==> src/rtl/alarm_fsm.sv <==
// Alarm clock keypad controller: tracks key entry, alarm display/set and time set,
// with an inactivity timeout that abandons a partially entered number.
module alarm_fsm #(
    parameter logic [3:0]  NOKEY        = 4'd10,
    parameter int unsigned TIMEOUT_SECS = 10
) (
    input  logic       clock,
    input  logic       reset,
    input  logic       one_second,
    input  logic       alarm_button,
    input  logic       time_button,
    input  logic [3:0] key,
    output logic       show_new_time,
    output logic       show_alarm,
    output logic       shift,
    output logic       load_new_a,
    output logic       load_new_c,
    output logic       reset_count,
    output logic [2:0] fsm_state
);

    typedef enum logic [2:0] {
        StShowTime       = 3'd0,
        StKeyStored      = 3'd1,
        StKeyWaited      = 3'd2,
        StKeyEntry       = 3'd3,
        StShowAlarm      = 3'd4,
        StSetAlarmTime   = 3'd5,
        StSetCurrentTime = 3'd6,
        StIllegal        = 3'd7
    } state_e;

    localparam logic [3:0] CntMax = 4'(TIMEOUT_SECS - 1);

    state_e     state_q, state_d;
    logic [3:0] cnt_q, cnt_d;
    logic       key_valid;
    logic       counting;
    logic       timeout;

    assign key_valid = (key < NOKEY);
    assign counting  = (state_q == StKeyWaited) || (state_q == StKeyEntry);
    assign timeout   = counting && one_second && (cnt_q == CntMax);

    always_ff @(posedge clock or posedge reset) begin
        if (reset) begin
            state_q <= StShowTime;
            cnt_q   <= 4'd0;
        end else begin
            state_q <= state_d;
            cnt_q   <= cnt_d;
        end
    end

    always_comb begin
        state_d = state_q;
        case (state_q)
            StShowTime: begin
                if (alarm_button) begin
                    state_d = StShowAlarm;
                end else if (key_valid) begin
                    state_d = StKeyStored;
                end
            end
            StKeyStored: state_d = StKeyWaited;
            StKeyWaited: begin
                if (!key_valid) begin
                    state_d = StKeyEntry;
                end else if (timeout) begin
                    state_d = StShowTime;
                end
            end
            StKeyEntry: begin
                // A fresh key wins over a coincident timeout.
                if (alarm_button) begin
                    state_d = StSetAlarmTime;
                end else if (time_button) begin
                    state_d = StSetCurrentTime;
                end else if (key_valid) begin
                    state_d = StKeyStored;
                end else if (timeout) begin
                    state_d = StShowTime;
                end
            end
            StShowAlarm: begin
                if (!alarm_button) begin
                    state_d = StShowTime;
                end
            end
            StSetAlarmTime:   state_d = StShowTime;
            StSetCurrentTime: state_d = StShowTime;
            default:          state_d = StShowTime;
        endcase
    end

    // Count only while staying within the wait/entry pair; any other path clears it.
    always_comb begin
        cnt_d = 4'd0;
        if (counting && ((state_d == StKeyWaited) || (state_d == StKeyEntry))) begin
            cnt_d = cnt_q;
            if (one_second && (cnt_q != CntMax)) begin
                cnt_d = cnt_q + 4'd1;
            end
        end
    end

    always_comb begin
        show_new_time = 1'b0;
        show_alarm    = 1'b0;
        shift         = 1'b0;
        load_new_a    = 1'b0;
        load_new_c    = 1'b0;
        reset_count   = 1'b0;
        case (state_q)
            StKeyStored: begin
                show_new_time = 1'b1;
                shift         = 1'b1;
            end
            StKeyWaited:    show_new_time = 1'b1;
            StKeyEntry:     show_new_time = 1'b1;
            StShowAlarm:    show_alarm    = 1'b1;
            StSetAlarmTime: load_new_a    = 1'b1;
            StSetCurrentTime: begin
                load_new_c  = 1'b1;
                reset_count = 1'b1;
            end
            default: ;
        endcase
    end

    assign fsm_state = state_q;

endmodule

==> config.mk <==
export PLATFORM = sky130hd
export DESIGN_NAME = alarm_fsm
export DESIGN_NICKNAME = d
export VERILOG_FILES = /design/src/rtl/alarm_fsm.sv
export SDC_FILE = /design/constraint.sdc
export NUM_CORES = 1
export LEC_CHECK = 0
export CORE_AREA = 2 2 39 41
export DETAILED_ROUTE_END_ITERATION = 16
export DIE_AREA = 0 0 41 43
export PLACE_DENSITY_LB_ADDON = 0.15
export RECOVER_POWER = 50
export SYNTH_ARGS = -nofsm -noshare
export SYNTH_HDL_FRONTEND = slang
export SYNTH_SLANG_ARGS = --single-unit
==> constraint.sdc <==
create_clock -name clock -period 3.4 [get_ports clock]
set_clock_uncertainty 0.15 [all_clocks]
set_input_delay 0.85 -clock clock [delete_from_list [all_inputs] [get_ports clock]]
set_output_delay 0.85 -clock clock [all_outputs]
set_load 0.005 [all_outputs]
==> flow_metrics.tcl <==
set metrics [dict create \
    mostFrequentLayoutCells "13 x clkdlybuf4s50_1, 7 x dfrtp_1, 6 x nor2_1" \
    dieArea_sq_um 1760 \
    rsz0062_at_grt "no" \
    tritoncts "done" \
    period_share_pct 79.3 \
    die_w_microns 41 \
    via_per_inst 4.92 \
    critPathArrivalTime_ns 1.70 \
    setup_tns_ns 0 \
    grt_use_total_pct 14.7 \
    cp-start-kind "flip-flop" \
    totalWireLength_microns 1040 \
    hold_viol_final 0 \
    setup_slack_ns 0.703 \
    hold_buffers 0 \
    io_pins 18 \
    hold_path_class "flip-flop to flip-flop" \
    synth_adder_area_share_pct 4.82 \
    wl_per_cell_microns 11.4 \
    insertion_delay_ns 0.25 \
    antenna_found_initial 0 \
    fin_area_sq_um 708 \
    path_class "flip-flop to output pin" \
    syn_inst 57 \
    cts_made_buffers 3 \
    synth_compound_area_share_pct 15.2 \
    grt_pass1_wl_microns 1740 \
    yosys.area_share.simple_pct 35.7 \
    synth_nets 68 \
    die-height_microns 43 \
    total_leakage_power_nw 0.310 \
    drv_slew 0 \
    htreeDepth 1 \
    drcViolationCount 0 \
    overflow 0 \
    cts-root-buf "clkbuf_4" \
    ys_seq_elements 7 \
    worst_pin_slew_ns 0.717 \
    seq_area_frac_synth_pct 33.7 \
    clk_pin_slew_worst_paths_ns 0.05 \
    ctsResizeCount 0 \
    dpl_cell_area_sq_um 687 \
    grt_pass1_vias 402 \
    ys_types 29 \
    grt_max_degree 14 \
    final_common_cell "clkdlybuf4s50_1" \
    synth.area.mux_share_pct 1.93 \
    place.gp.congestion 0.734 \
    setup_viol 0 \
    synth_area_sq_um 519 \
    yosys.area_share.xor_xnor_pct 3.37 \
    synth_area_per_cell_sq_um 9.11 \
    post_cts_buffers 0 \
    fmax_mhz 371 \
    cts.sinks 7 \
    ant_nets 0 \
    core_area_sq_um 1380 \
    vdd_ir_drop_max_v 0.000461 \
    power_density_nw_per_um2 677 \
    post-dp-hpwl_microns 803 \
    min_period_ns 2.70 \
    firstDrtPassIters 4 \
    syn_to_final_growth_pct 36.4 \
    endpoint_kind "output pin" \
    cts_buffer_depth 2 \
    synth_top_family_by_area "simple AND/OR/NAND/NOR gates" \
    crit_fanout 13 \
    vias 448 \
    place_ws_ns 0.896 \
    hold-worst-slack_ns 0.430 \
    num_antenna_cells 0 \
    drive_above_1_share_pct 13.3 \
    initial_core_util_pct 37.5 \
    nets 87 \
    yosysWarnings 0 \
    cap_violations 0 \
    status "complete, no violations" \
    relSlewSlack_pct 51.9 \
    dr.first_iter.drc_count 2 \
    worstPathRequired_ns 2.40 \
    io_buffers 16 \
    rows 14 \
]
## synthesized netlist by cell type
cell type	n	area [sq um]
a211oi_2	1	12.5
dfrtp_1	7	175
buf_2	1	5.00
nand2b_1	3	18.8
nand4_2	1	12.5
nand3_1	1	5.00
and3b_1	1	8.76
inv_1	4	15.0
nor4bb_2	1	16.3
nor2_1	6	22.5
and3_1	1	6.26
or2_2	2	12.5
xnor2_1	1	8.76
nand4_1	1	6.26
nand3b_1	1	7.51
xor2_1	1	8.76
nor3b_1	3	22.5
a22o_1	1	8.76
nand2_1	3	11.3
a21oi_1	5	25.0
nor2b_1	1	6.26
mux2i_1	1	10.0
buf_4	1	7.51
o32ai_2	1	16.3
nor3_1	3	15.0
o21ai_2	1	8.76
nand2b_4	1	13.8
o31ai_1	1	7.51
ha_1	2	25.0
## worst max-delay path, stage by stage, from the launching register on
cell and delay, ns:
dfrtp_1 0.63, nand2b_1 0.16, nor2_1 0.15, clkdlybuf4s50_1 0.52
## stage by stage
stage / cells / total power, mW / util [%]
2_1_floorplan: 57 / 0.302 / -
3_3_place_gp: 87 / 0.415 / 49.6
3_5_place_dp: 87 / 0.417 / 49.6
4_1_cts: 91 / 0.495 / 51.5
5_1_grt: 91 / 0.519 / 51.2
6_report: 91 / 0.479 / 51.2
## layer usage
metal	vias to the layer above	share of wire, %	track usage [%]
li1	237	-	-
met4	0	0.96	8.00
met3	2	3.7	3.14
met5	-	0	0
met2	10	42	17.5
met1	199	53	23.7
## logic make-up (layout without fill, tap and decap cells)
family	count (synthesis)	in the layout
buffers and inverters	6	24
adders and majority gates	2	2
xor gates and xnor gates	2	2
muxes	1	1
and+or+nand+nor	29	29
AOI/OAI and AO/OA	10	10
DFF	7	7
## worst paths after layout
kind | slack (ns) | cells after the start | from | endpoint
max in group asynchronous | 2.08 | 2 | reset | fsm_state[0]$_DFF_PP0_
min | 0.43 | 3 | cnt_q[3]$_DFFE_PP0P_ | cnt_q[3]$_DFFE_PP0P_
min reg2reg | 0.43 | 3 | cnt_q[3]$_DFFE_PP0P_ | cnt_q[3]$_DFFE_PP0P_
max | 0.70 | 3 | fsm_state[1]$_DFF_PP0_ | load_new_c
min in group asynchronous | 0.81 | 2 | reset | cnt_q[2]$_DFFE_PP0P_
max reg2reg | 1.40 | 6 | cnt_q[1]$_DFFE_PP0P_ | cnt_q[1]$_DFFE_PP0P_
## flip-flops by register name, indices dropped and copies added (netlist names)
name,count
cnt_q,4
fsm_state,3
## power breakdown
group          leakage, nW  internal, mW  switching, mW
registers           0.0933         0.105         0.0539
clock network       0.0150        0.0446         0.0279
logic                0.202         0.145          0.102
## final cells by class
type / count / area, sq um
sequential: 7 / 175
tap: 16 / 20.0
clock buffer: 4 / 26.3
inverter: 4 / 15.0
fill: 148 / 676
multi-input combinational: 44 / 312
timing repair buffer: 16 / 160
No activity file was read; power rests on OpenSTA's default activity.
==> edit: new RTL, same flow settings <==
Make the reset (`reset`) synchronous in one clocked block.
--- a/src/rtl/alarm_fsm.sv
+++ b/src/rtl/alarm_fsm.sv
@@ -43,5 +43,5 @@
     assign timeout   = counting && one_second && (cnt_q == CntMax);
 
-    always_ff @(posedge clock or posedge reset) begin
+    always_ff @(posedge clock) begin
         if (reset) begin
             state_q <= StShowTime;
Formal check against the unedited RTL: differs if reset is asserted again (counterexample within 4 cycles, from zero or initial values and one cycle with reset high); with reset held inactive, the same outputs for 10 cycles.
==> edit against the original RTL <==
Final area decreased by 4.2%; non-clock buffer count unchanged; sequential cell count unchanged; worst setup slack improved by 0.040 ns; hold slack got worse by 0.065 ns; routed wire length increased by 2.7%; synthesized cell count increased by 3.5%; area after synthesis decreased by 3.4%; via count increased by 2.5%.
Power is not compared: it rests on default switching activity, and its combinational part moved more than twofold at a synthesized area within 25%.
==> edit: results <==
[outcome]
status = "completed"

[setup_path]
worstPathMaxFanout = 9
arrival_ns = 1.66
critPathCapture = "shift"
crit_path_top_delay_cell = "dfxtp_1"
reg2reg_to = "fsm_state[1]"
rr_worst_depth = 5
r2r-start = "cnt_q[0]"
critPathLaunch = "fsm_state[0]"

[placed_design]
gp_congestion = 0.6449
dpl.hpwl_um = 797.5

[synthesis]
ys_top_cells_by_count = "7 x dfxtp_1, 7 x nor2_1, 5 x inv_1, 4 x nand2_1"
synth.area.top_cells = "dfxtp_1 28%, a221oi_4 5.2%, nor2_1 5.2%"
synth_mux_area_frac = 0
synth_compound_area_frac = 0.2519
synth.distinct_cells = 31
synth_xor_area_frac = 0.03491
ys_seq_area_frac = 0.2793
synth-async-reset-ratio = 0
synth_adder_area_share = 0.04988

[finish]
drive_gt1_frac = 0.1169
fill_cells = 146
buffer_area_frac = 0.2362
clock_area_frac = 0.03875
regArea_um2 = 140.1
fin_nets = 89
n_all_inverters = 5
multi_input_area_share = 0.4613

[min_path]
hold_path.startpoint = "cnt_q[1]"
holdPathStages = 2

[routing]
first_pass_iters = 2
avgViaCountPerCell = 4.935
routed_wl_um = 1065

[global_routing]
grt_pass1_wl_um = 2001
grt_start_max_net_pins = 11

[timing]
max_slew.worst_pin.slew_ns = 0.8703
hold_ws_ns = 0.3647
## edit: worst max-delay path, delay by kind of cell, from the launching register on
kind / cells / cell delay, ns
flip-flops: 1 / 0.51
buffers and inverters: 1 / 0.50
AND/OR/NAND/NOR: 2 / 0.39
## edit: stage by stage
| step | total power (W) | area [µm²] | std cells | setup WS [ns] |
|---|---|---|---|---|
| after global routing | 0.0002453 | 678.2 | 93 | 0.5363 |
| after floorplan | 0.0001272 | 501.7 | 59 | 1.488 |
| after global placement | 0.0001590 | 669.4 | 89 | 0.8615 |
| final | 0.0002265 | 678.2 | 93 | 0.7430 |
| after detailed placement | 0.0001592 | 669.4 | 89 | 0.8871 |
| after CTS | 0.0002383 | 695.7 | 93 | 0.6869 |
## edit: routing by layer
layer / wire [µm] / share of wire / GRT usage / vias to the layer above
met5: 0 / 0 / 0 / -
met4: 11 / 0.010 / 0.1000 / 0
met3: 54 / 0.051 / 0.03665 / 2
met2: 497 / 0.47 / 0.2281 / 9
met1: 501 / 0.47 / 0.2240 / 202
li1: - / - / - / 246
